File: src/rtl/lfsr32_keystream_if.sv
// Keystream handshake bundle between a controller/consumer and lfsr32_keystream.
//   master : controller side, drives seed/enable/ks_ready, observes keystream
//   slave  : generator side, observes control, drives ks_valid/ks_word/word_count
// Signals:
//   seed_load  - load seed this cycle (highest priority)
//   seed       - seed value, sampled with seed_load
//   enable     - request keystream generation
//   ks_ready   - consumer accepts ks_word this cycle
//   ks_valid   - ks_word holds a valid keystream word
//   ks_word    - registered keystream word
//   word_count - number of accepted words, wraps
interface lfsr32_keystream_if;
  logic        seed_load;
  logic [31:0] seed;
  logic        enable;
  logic        ks_ready;
  logic        ks_valid;
  logic [31:0] ks_word;
  logic [31:0] word_count;

  modport master (
    output seed_load, seed, enable, ks_ready,
    input  ks_valid, ks_word, word_count
  );

  modport slave (
    input  seed_load, seed, enable, ks_ready,
    output ks_valid, ks_word, word_count
  );
endinterface

File: src/rtl/lfsr32_keystream.sv
// 32-bit Galois LFSR keystream generator feeding the b operand of xor32.
// One LFSR step per delivered word, valid/ready handshake toward the consumer,
// and a wrapping count of accepted words.
// Ports:
//   clk   - rising-edge clock
//   rst_n - asynchronous, active-low reset
//   ks    - lfsr32_keystream_if.slave (seed_load, seed, enable, ks_ready in;
//           ks_valid, ks_word, word_count out, all registered)
module lfsr32_keystream #(
  parameter logic [31:0] POLY         = 32'h80200003,
  parameter logic [31:0] DEFAULT_SEED = 32'hACE12468
) (
  input  logic              clk,
  input  logic              rst_n,
  lfsr32_keystream_if.slave ks
);

  typedef enum logic [1:0] {
    IDLE = 2'd0,
    GEN  = 2'd1,
    HOLD = 2'd2
  } state_e;

  state_e      state_q, state_d;
  logic [31:0] lfsr_q, lfsr_d;
  logic [31:0] word_q, word_d;
  logic        vld_q, vld_d;
  logic [31:0] cnt_q, cnt_d;

  // Right-shift Galois step. The state can never reach zero: a zero seed is
  // replaced, and stepping a nonzero state always yields a nonzero state.
  function automatic logic [31:0] step(input logic [31:0] s);
    return (s >> 1) ^ (s[0] ? POLY : 32'h0);
  endfunction

  function automatic logic [31:0] safe_seed(input logic [31:0] s);
    return (s == 32'h0) ? DEFAULT_SEED : s;
  endfunction

  always_comb begin
    state_d = state_q;
    lfsr_d  = lfsr_q;
    word_d  = word_q;
    vld_d   = vld_q;
    cnt_d   = cnt_q;

    if (ks.seed_load) begin
      // Discards any pending word, even one being handshaked this cycle.
      lfsr_d  = safe_seed(ks.seed);
      word_d  = 32'h0;
      vld_d   = 1'b0;
      cnt_d   = 32'h0;
      state_d = IDLE;
    end else begin
      case (state_q)
        IDLE: begin
          vld_d = 1'b0;
          if (ks.enable) state_d = GEN;
        end
        GEN: begin
          lfsr_d  = step(lfsr_q);
          word_d  = step(lfsr_q);
          vld_d   = 1'b1;
          state_d = HOLD;
        end
        HOLD: begin
          // Word and valid stay frozen until the consumer takes the word.
          if (ks.ks_ready) begin
            cnt_d = cnt_q + 32'd1;
            if (ks.enable) begin
              lfsr_d = step(lfsr_q);
              word_d = step(lfsr_q);
            end else begin
              vld_d   = 1'b0;
              state_d = IDLE;
            end
          end
        end
        default: begin
          vld_d   = 1'b0;
          state_d = IDLE;
        end
      endcase
    end
  end

  always_ff @(posedge clk or negedge rst_n) begin
    if (!rst_n) begin
      state_q <= IDLE;
      lfsr_q  <= DEFAULT_SEED;
      word_q  <= 32'h0;
      vld_q   <= 1'b0;
      cnt_q   <= 32'h0;
    end else begin
      state_q <= state_d;
      lfsr_q  <= lfsr_d;
      word_q  <= word_d;
      vld_q   <= vld_d;
      cnt_q   <= cnt_d;
    end
  end

  assign ks.ks_valid   = vld_q;
  assign ks.ks_word    = word_q;
  assign ks.word_count = cnt_q;

endmodule

File: src/flat_wrapper.sv
// flat-port wrapper written by rule: the top's interface ports become plain ports
module lfsr32_keystream_flat 
#(
  parameter logic [31:0] POLY         = 32'h80200003,
  parameter logic [31:0] DEFAULT_SEED = 32'hACE12468
)
  (clk, rst_n, ks_seed_load, ks_seed, ks_enable, ks_ks_ready, ks_ks_valid, ks_ks_word, ks_word_count);
  lfsr32_keystream_if ks_i ();
  input  logic clk;
  input  logic rst_n;
  input wire logic [$bits(ks_i.seed_load)-1:0] ks_seed_load;
  input wire logic [$bits(ks_i.seed)-1:0] ks_seed;
  input wire logic [$bits(ks_i.enable)-1:0] ks_enable;
  input wire logic [$bits(ks_i.ks_ready)-1:0] ks_ks_ready;
  output wire logic [$bits(ks_i.ks_valid)-1:0] ks_ks_valid;
  output wire logic [$bits(ks_i.ks_word)-1:0] ks_ks_word;
  output wire logic [$bits(ks_i.word_count)-1:0] ks_word_count;
  assign ks_i.seed_load = ks_seed_load;
  assign ks_i.seed = ks_seed;
  assign ks_i.enable = ks_enable;
  assign ks_i.ks_ready = ks_ks_ready;
  assign ks_ks_valid = ks_i.ks_valid;
  assign ks_ks_word = ks_i.ks_word;
  assign ks_word_count = ks_i.word_count;
  lfsr32_keystream #(.POLY(POLY), .DEFAULT_SEED(DEFAULT_SEED)) u_core (.clk(clk), .rst_n(rst_n), .ks(ks_i));
endmodule
File: config.mk
export PLATFORM = sky130hd
export DESIGN_NAME = lfsr32_keystream_flat
export DESIGN_NICKNAME = d
export VERILOG_FILES = /design/src/rtl/lfsr32_keystream_if.sv /design/src/rtl/lfsr32_keystream.sv /design/src/flat_wrapper.sv
export SDC_FILE = /design/constraint.sdc
export NUM_CORES = 1
export LEC_CHECK = 0
export CORE_MARGIN = 2
export CORE_UTILIZATION = 51
export DETAILED_ROUTE_END_ITERATION = 10
export MAX_ROUTING_LAYER = met4
export PLACE_DENSITY = 0.81
export SETUP_SLACK_MARGIN = 0.4
export SYNTH_ARGS = -nofsm -noshare
export SYNTH_HDL_FRONTEND = slang
export SYNTH_SLANG_ARGS = --single-unit
File: constraint.sdc
create_clock -name clk -period 2.35 [get_ports clk]
set_input_delay 0.5875 -clock clk [delete_from_list [all_inputs] [get_ports clk]]
set_output_delay 0.5875 -clock clk [all_outputs]
set_load 0.03 [all_outputs]
==> results of run 1 <==
## layout by cell type (no fill, tap or decap), drive strengths merged, types with 6 or more instances in the layout
cell type and count:
dfrtp 86, o21ai 7, nor3 9, clkbuf 12, buf 35, nand3 9, nand2 91, a31oi 17
xor2 7, nor2b 6, dfstp 13, dlygate4sd2 66, clkdlybuf4s50 33, o31ai 12, nor4 10, a21oi 63
nor2 40, a2bb2oi 12, nand4 15, or4 12
## cell type report
| class | instances | area, um^2 |
|---|---|---|
| Tap cell | 108 | 135 |
| Inverter | 4 | 15.0 |
| Fill cell | 689 | 2650 |
| Sequential cell | 99 | 2500 |
| Multi-Input combinational cell | 353 | 1990 |
| Clock inverter | 3 | 23.8 |
| Timing Repair Buffer | 134 | 1250 |
| Clock buffer | 12 | 155 |
## through the flow
step	setup WS, ps	instance area (um^2)
2_1_floorplan	403	4590
3_3_place_gp	-136	5850
3_5_place_dp	-189	5850
4_1_cts	404	5990
5_1_grt	324	6070
6_report	414	6070
## Yosys cell counts (all sizes together) (5+ instances only)
| library cell | count |
|---|---|
| nand2 | 91 |
| dfrtp | 86 |
| a21oi | 63 |
| nor2 | 40 |
| a31oi | 17 |
| clkbuf | 16 |
| nand4 | 15 |
| dfstp | 13 |
| a2bb2oi | 12 |
| buf | 12 |
| o31ai | 12 |
| or4 | 12 |
| nor4 | 10 |
| nand3 | 9 |
| nor3 | 9 |
| o21ai | 7 |
| xor2 | 7 |
| nor2b | 6 |
| and4 | 5 |
| xnor2 | 5 |
## critical path, stage by stage, from the launching register on
cell and delay [ps]:
dfrtp_1 390, nand3b_1 180, buf_4 160, a211o_1 370
or4_1 540, a21oi_1 210
## sequential cells by signal, indices dropped and copies added, names as in the netlist
| register | count |
|---|---|
| u_core.state_q | 2 |
| u_core.lfsr_q | 32 |
| u_core.ks.ks_valid | 1 |
| u_core.ks.ks_word | 32 |
| u_core.ks.word_count | 32 |
## worst paths after layout
check / startpoint / endpoint
worst max register to register: u_core.state_q[0] / u_core.ks.word_count[20]
worst max-delay path: u_core.state_q[0] / u_core.ks.word_count[20]
worst min register to register: u_core.lfsr_q[31] / u_core.lfsr_q[31]
max in group asynchronous: rst_n / u_core.lfsr_q[3]
min in group clk: u_core.lfsr_q[31] / u_core.lfsr_q[31]
worst min-delay path: rst_n / u_core.ks.word_count[12]
## power groups by stage
stage	Combinational, mW	Sequential (mW)	Clock (mW)
after CTS	0.564	1.89	1.05
final	0.560	1.90	1.02
after global routing	0.617	1.91	1.10
after floorplan	0.234	1.99	0
after global placement	0.574	1.93	0
after detailed placement	0.586	1.93	0
## layer usage
metal	global-route usage, %	routed length, um
met1	32.8	5050
met2	40.2	5670
met3	6.10	818
met4	6.74	223
met5	-	0
## logic make-up after synthesis
kind of cell / count (synthesis)
simple gates: 212
compound gates: 122
flops: 99
buf+inv: 32
xor+xnor: 12
mux: 6
fa+ha+maj: 1
## repair_timing
action                                  CTS  global route
gates resized for setup                  68             8
pin swaps                                 3             4
endpoints found under the setup margin  115            23
setup buffers                             5             8
endpoints found under the hold margin     0             0
hold buffers                              0             0
==> run_results.csv, run 1 <==
group,metric,value,unit
synthesis,synth_nets,522,
sta,whs,236,ps
sta,finalHoldViolations,0,
floorplanning,fp.coreArea,8720,um^2
worst_setup_path,r2r_slack,410,ps
power,p_seq_share,54.5,%
worst_setup_path,worstSetupPathType,"reg -> reg",
clock_tree,numCtsBuffers,9,
clock_tree,clk_latency,360,ps
worst_setup_path,start_kind,"flop",
synthesis,synthDistinctLibCells,43,
clock_tree,path_clk_slew,100,ps
sta,fin_crit_sh,82.4,%
synthesis,yosysWarnings,0,
place,dp_cells,685,
layout,fin_cells,713,
clock_tree,cts_root_buf,"clkbuf_8",
synthesis,synth_edf_count,0,
detailed_routing,drc_errors,0,
synthesis,muxShareOfSynthArea,1.42,%
layout,fin_util,69.6,%
global_route,grt_usage,25.3,%
sta,finalClockSkew,13.1,ps
floorplanning,die_w,98.7,um
global_route,grt_antenna_before_repair,0,
detailed_routing,drt_iter0_markers,250,
synthesis,synth-compound-area-share,16.3,%
synthesis,synth_area,4580,um^2
power,power.density,573,nW/um^2
detailed_routing,ant_nets,0,
sta,worstMarginPinSlew,612,ps
sta,relSlewSlack,59.2,%
power,switching_share,28.2,%
synthesis,yosysTopAreaCell,"dfrtp_1",
synthesis,yosysTopAreaCellShare,47.0,%
synthesis,synthCells,484,
power,p_int,2.50,mW
sta,slew_viol_final,0,
clock_tree,tritoncts,"built",
sta,timing.fmax,0.516,GHz
synthesis,synth_top_family_by_area,"simple AND/OR/NAND/NOR gates",
synthesis,seq_area_frac_synth,54.5,%
layout,area_delta_synth_final,32.6,%
clock_tree,cts_buffer_depth,2,
synthesis,synthSimpleGateAreaFrac,22.5,%
synthesis,synth_xor_area_share,2.30,%
detailed_routing,vias_per_cell,5.97,
global_route,grt_pass1_vias,4108,
worst_setup_path,worstRegToRegCells,5,
global_route,grt_pass1_wl,19500,um
synthesis,yosys.area_share.adder,0.273,%
clock_tree,cts.sinks,99,
layout,layout.nets,639,
power,total_power,3.48,mW
sta,rsz0062_at_grt,"yes",
detailed_routing,wl_per_cell,16.5,um
power,vdd_drop_max,0.456,mV
floorplanning,initial_core_util,52.5,%
layout,antennaDiodeCount,0,
synthesis,synth-main-ff-cell,"dfrtp_1",
global_route,grt_max_degree,89,
power,p_comb_share,16.1,%
synthesis,synth.area.top_cells,"dfrtp_1 (47%), dfstp_2 (7.5%), nand2_1 (7.5%)",
global_route,overflow,0,
place,gp_congestion,0.937,
sta,setup_viol,0,
synthesis,yosys_register_bits,99,
synthesis,avgSynthCellArea,9.46,um^2
clock_tree,htreeDepth,3,
floorplanning,fp-row-count,34,
detailed_routing,dr.pass1.iters,5,
place,dp_hpwl,7750,um
detailed_routing,wl,11800,um
run_status,outcome,"finished, final reports clean",
floorplanning,die_h,98.7,um
sta,tns,0,ps
power,clockPowerShare,29.3,%
floorplanning,die_area,9750,um^2
power,power_switching,0.980,mW
worst_setup_path,end_kind,"flop",
place,portBuffers,101,
flow_run,cap_viol_max_count,0,
power,p_leak,2.77,nW
worst_setup_path,worstPathArrival,2220,ps
worst_setup_path,worstPathMaxFanout,6,
sta,fin_crit,1940,ps
layout,drive_above_1_share,13.4,%
detailed_routing,vias,4254,
hold_path,hp-class,"in -> async",
synthesis,async_flop_share,100,%
worst_setup_path,required,2630,ps
floorplanning,ios,102,
Note: power is estimated with default switching activity, not from simulation.
==> run 2: changes to the inputs <==
==> constraint.sdc (replaced) <==
create_clock -name clk -period 2 [get_ports clk]
set_input_delay 0.5 -clock clk [delete_from_list [all_inputs] [get_ports clk]]
set_output_delay 0.5 -clock clk [all_outputs]
set_load 0.03 [all_outputs]
==> run 2 against run 1 <==
Worst hold slack worse by 180 ps. Clock skew fell by 5.8 ps. Die area unchanged. Sequential share of layout area shrank 5.7 points. Critical path depth up 1. Final cell count up 7.7%. Clock power increased by 16%. Utilization up 12 points. Register-to-register slack got worse by 370 ps. Power is 24% higher. Combinational power up 59%. Clock-buffer cell count is 2 lower. Largest cell class unchanged. Highest routed layer unchanged.
==> run_results.csv, run 2 (synthesis results as in run 1) <==
group,metric,value,unit
layout,fin_cells,768,
sta,timing.fmax,0.510,GHz
detailed_routing,drt_iter0_markers,264,
clock_tree,numCtsBuffers,9,
layout,area_delta_synth_final,54.6,%
sta,relSlewSlack,57.1,%
sta,worstMarginPinSlew,643,ps
power,p_leak,3.20,nW
worst_setup_path,start_kind,"flop",
clock_tree,cts.sinks,99,
worst_setup_path,worstPathMaxFanout,8,
floorplanning,ios,102,
detailed_routing,dr.pass1.iters,7,
detailed_routing,vias,4794,
layout,drive_above_1_share,42.2,%
sta,rsz0062_at_grt,"yes",
clock_tree,cts_root_buf,"clkbuf_8",
floorplanning,fp.coreArea,8720,um^2
power,vdd_drop_max,0.435,mV
place,dp_slack,-461,ps
power,power.density,611,nW/um^2
worst_setup_path,timing.rr.end,"u_core.ks.word_count[27]",
floorplanning,die_area,9750,um^2
clock_tree,holdBufCountCts,0,
global_route,overflow,0,
global_route,grt_antenna_before_repair,1,
clock_tree,tritoncts,"built",
detailed_routing,wl,15600,um
sta,whs,52.0,ps
flow_run,cap_viol_max_count,0,
clock_tree,clk_latency,360,ps
place,dp_hpwl,8320,um
detailed_routing,ant_nets,0,
floorplanning,fp-row-count,34,
clock_tree,path_clk_slew,100,ps
clock_tree,cts_buffer_depth,2,
worst_setup_path,worstRegToRegCells,6,
worst_setup_path,r2r_start,"u_core.state_q[0]",
clock_tree,htreeDepth,3,
worst_setup_path,worstPathArrival,2180,ps
detailed_routing,vias_per_cell,6.24,
layout,fin_util,81.1,%
layout,layout.nets,692,
floorplanning,initial_core_util,52.5,%
global_route,grt_max_degree,60,
sta,slew_viol_final,0,
sta,setup_viol,0,
detailed_routing,wl_per_cell,20.4,um
worst_setup_path,end_kind,"flop",
place,portBuffers,101,
run_status,outcome,"finished, final reports clean",
place,gp_congestion,0.988,
sta,fin_crit,1960,ps
layout,final_common_cell,"dfrtp_1",
floorplanning,die_w,98.7,um
worst_setup_path,worstSetupPathType,"reg -> reg",
sta,fin_crit_sh,98.0,%
hold_path,hp-class,"in -> async",
place,dp_cells,704,
layout,layout_common_cells,"dfrtp_1 (71), nand2_1 (65), buf_4 (58), a21oi_1 (49), nor2_1 (40)",
worst_setup_path,required,2220,ps
power,total_power,4.32,mW
detailed_routing,drc_errors,0,
sta,finalHoldViolations,0,
floorplanning,die_h,98.7,um
sta,finalClockSkew,7.34,ps
global_route,grt_pass1_vias,4457,
global_route,grt_usage,27.4,%
sta,setup_slack,40.7,ps
global_route,grt_pass1_wl,21100,um
worst_setup_path,r2r_slack,40,ps
[run 2: changes by cell type in the layout (fill, tap and decap cells not counted), sizes merged]
| cell | change |
|---|---|
| clkdlybuf4s18 | +1 |
| clkbuf | +6 |
| diode | +1 |
| dlygate4sd2 | -65 |
| clkinv | +2 |
| dlymetal6s2s | +20 |
| clkinvlp | -1 |
| clkdlybuf4s15 | +27 |
| inv | +2 |
| clkdlybuf4s50 | -20 |
| buf | +82 |
[run 2: where the power goes]
part / leakage [nW] / switching, mW / total, mW / internal [mW]
sequential: 1.25 / 0.107 / 2.26 / 2.15
clock: 0.0868 / 0.720 / 1.18 / 0.456
combinational: 1.86 / 0.493 / 0.891 / 0.398
[run 2: per-layer routing]
| metal | up-vias | routed length [um] | global-route usage (%) |
|---|---|---|---|
| met5 | - | 0 | - |
| met4 | 0 | 422 | 7.59 |
| met3 | 52 | 1420 | 5.82 |
| met2 | 312 | 7960 | 44.1 |
| met1 | 2342 | 5840 | 35.5 |
| li1 | 2088 | - | - |
[run 2: area by class of cell]
cell class | instances | area (um^2)
multi-input combinational | 353 | 2360
tap | 108 | 135
sequential | 99 | 2510
inverter | 4 | 15.0
timing repair buffer | 187 | 1880
clock inverter | 6 | 40.0
antenna | 1 | 2.50
clock buffer | 10 | 128
fill | 502 | 1650
[run 2: worst max path at each step]
stage	slack (ps)	from	endpoint	cells after the start
CTS	80	u_core.state_q[0]	u_core.ks.word_count[23]	5
detailed placement	-460	ks_ks_ready	u_core.ks.word_count[27]	5
global route	-20	u_core.state_q[0]	u_core.ks.word_count[27]	6
finish	40	u_core.state_q[0]	u_core.ks.word_count[27]	6
global placement	-420	ks_ks_ready	u_core.ks.word_count[27]	5
floorplan	170	u_core.ks.word_count[3]	u_core.ks.word_count[27]	4
[run 2: critical path, cell delays in order, from the launching register on]
cell and delay, ps:
dfrtp_1 400, nand3b_1 210, a2111o_2 540, buf_6 180, buf_12 120, o31ai_2 260
a21oi_1 100
[run 2: timing repair]
| item | CTS | global route |
|---|---|---|
| pin swaps | 13 | 37 |
| setup buffers | 17 | 19 |
| cloned | 0 | 11 |
| setup endpoints to repair | 153 | 95 |
| gates resized for setup | 269 | 160 |
[run 2: per-stage QoR]
step | cell area, um^2 | setup TNS [ps]
4_1_cts | 6350 | 0
3_3_place_gp | 5980 | -17060
2_1_floorplan | 4610 | 0
6_report | 7080 | 0
5_1_grt | 7080 | -15.2
3_5_place_dp | 5980 | -19910
==> edit (config.mk and constraints of run 1) <==
Encoding of `state_e`: now one-hot (3 bits for 3 states).
--- a/src/rtl/lfsr32_keystream.sv
+++ b/src/rtl/lfsr32_keystream.sv
@@ -17,6 +17,6 @@
 
-  typedef enum logic [1:0] {
-    IDLE = 2'd0,
-    GEN  = 2'd1,
-    HOLD = 2'd2
+  typedef enum logic [2:0] {
+    IDLE = 3'b001,
+    GEN  = 3'b010,
+    HOLD = 3'b100
   } state_e;
Behaviour: same outputs for any inputs over 4 cycles, from zero or initial values and one cycle with rst_n low; so few cycles prove little.
==> edit against run 1 <==
- synthesized area rose by 2.2%
- largest power group unchanged
- sequential power fell by 2%
- clock power rose by 21%
- power fell by 1.1%
- design area rose by 2.8%
- wire length rose by 2.6%
- via count barely moved
- critical endpoint is now u_core.lfsr_q[13]
- sequential cell count rose by 1
- critical path depth rose by 3
- largest cell class unchanged
- first-iteration DRC count fell by 28%
- setup slack got worse by 0.0027 ns
- maximum frequency fell by 0.14%
==> edit: results <==
[status]
outcome = complete, no violations

[power_and_ir_drop]
switching_share_pct = 24.6
ir_drop_mv = 0.400
p_leak_nw = 2.84

[logic_synthesis]
synth_area_leaders = dfrtp_1 46%, a21oi_1 8.8%, dfstp_2 7.9%
seq_area_frac_synth_pct = 53.8
syn_nets = 525
synth_ff_type = dfrtp_1
synth_common_cells = 86 x dfrtp_1, 82 x a21oi_1, 70 x nand2_1
synthDistinctLibCells = 38

[route]
dr_wl_met3_um = 722
dr_wl_met2_um = 6140
post_drt_wl_per_cell_um = 17.1
drt_iter0_markers = 181
wl_met1_um = 5100
vias = 4250
drtPass1Iterations = 4

[placement]
dpl.hpwl_um = 7990
place_area_um2 = 5930
dp_slack_ns = -0.159
place.gp.congestion = 0.871

[grt]
grt_usage_pct = 25.8
grt_max_degree = 56
grt_pass1_wl_um = 20400

[worst_setup_path]
path_max_fanout = 20

[finish]
drive_gt1_share_pct = 13.2
nets = 633
fillers = 701

[sta]
skew_ns = 0.0101
worst_pin_slew_ns = 0.499

[clock_network]
clk_pin_slew_worst_paths_ns = 0.09
[edit: area by class of cell]
class	instances	area, µm²	share of cell area, %
clock buffer	11	141	2.26
clock inverter	5	83.8	1.34
inverter	32	120	1.92
multi-input combinational	320	1970	31.6
sequential	100	2520	40.4
tap	108	135	2.16
timing repair buffer	132	1270	20.3
[edit: what timing repair did]
action | in CTS | in global routing
buffers inserted | 5 | 1
pin swaps | 14 | 2
gates cloned | 3 | 0
endpoints found under the setup margin | 86 | 23
gates resized for setup | 74 | 14
[edit: final timing paths]
kind | from | to | slack (ns) | cells after the start
max | ks_enable | u_core.lfsr_q[13] | 0.41 | 8
min | rst_n | u_core.ks.word_count[13] | 0.09 | 1
max reg2reg | u_core.state_q[1] | u_core.ks.word_count[21] | 0.46 | 5
min reg2reg | u_core.ks.ks_word[1] | u_core.ks.ks_word[1] | 0.48 | 1
max in group asynchronous | rst_n | u_core.lfsr_q[31] | 1.58 | 2
min in group clk | u_core.ks.ks_word[1] | u_core.ks.ks_word[1] | 0.48 | 1
[edit: power groups by stage]
stage | combinational (mW) | sequential (mW) | clock, mW
after global routing | 0.381 | 1.87 | 1.32
after global placement | 0.335 | 1.90 | 0
after CTS | 0.345 | 1.86 | 1.26
after detailed placement | 0.344 | 1.90 | 0
final | 0.346 | 1.86 | 1.23
after floorplan | 0.153 | 1.90 | 0
[edit: per-layer routing]
metal	vias up	track usage, %
li1	2007	-
met1	2071	32.2
met2	159	43.5
met3	13	4.94
met4	0	7.17
met5	-	-
[edit: metrics by stage]
stage               setup TNS (ns)  power (mW)  hold WS, ns  cells
finish                           0        3.44       0.0897    708
global route                     0        3.57       0.0961    708
CTS                              0        3.47       0.0847    707
detailed placement           -1.76        2.24        0.469    683
global placement            -0.915        2.23        0.461    683
floorplan                        0        2.05        0.292    487
[edit: worst max-delay path: stages]
cell and delay [ns]:
clkdlybuf4s50_1 0.51, nand4b_1 0.15, buf_4 0.19, a21oi_4 0.16, buf_4 0.18, buf_12 0.15, o32ai_1 0.10, a21oi_1 0.20
[edit: cells by family (layout without fill, tap and decap cells)]
family | count (synthesis) | after routing | synth area share [%]
flip-flops | 100 | 100 | 53.8
multiplexers | 1 | 1 | 0.214
adder cells (fa/ha/maj) | 1 | 1 | 0.267
buffers and inverters | 68 | 180 | 5.61
XOR/XNOR | 10 | 10 | 1.87
AO/OA/AOI/OAI | 157 | 158 | 21.7
AND/OR/NAND/NOR | 150 | 150 | 16.5
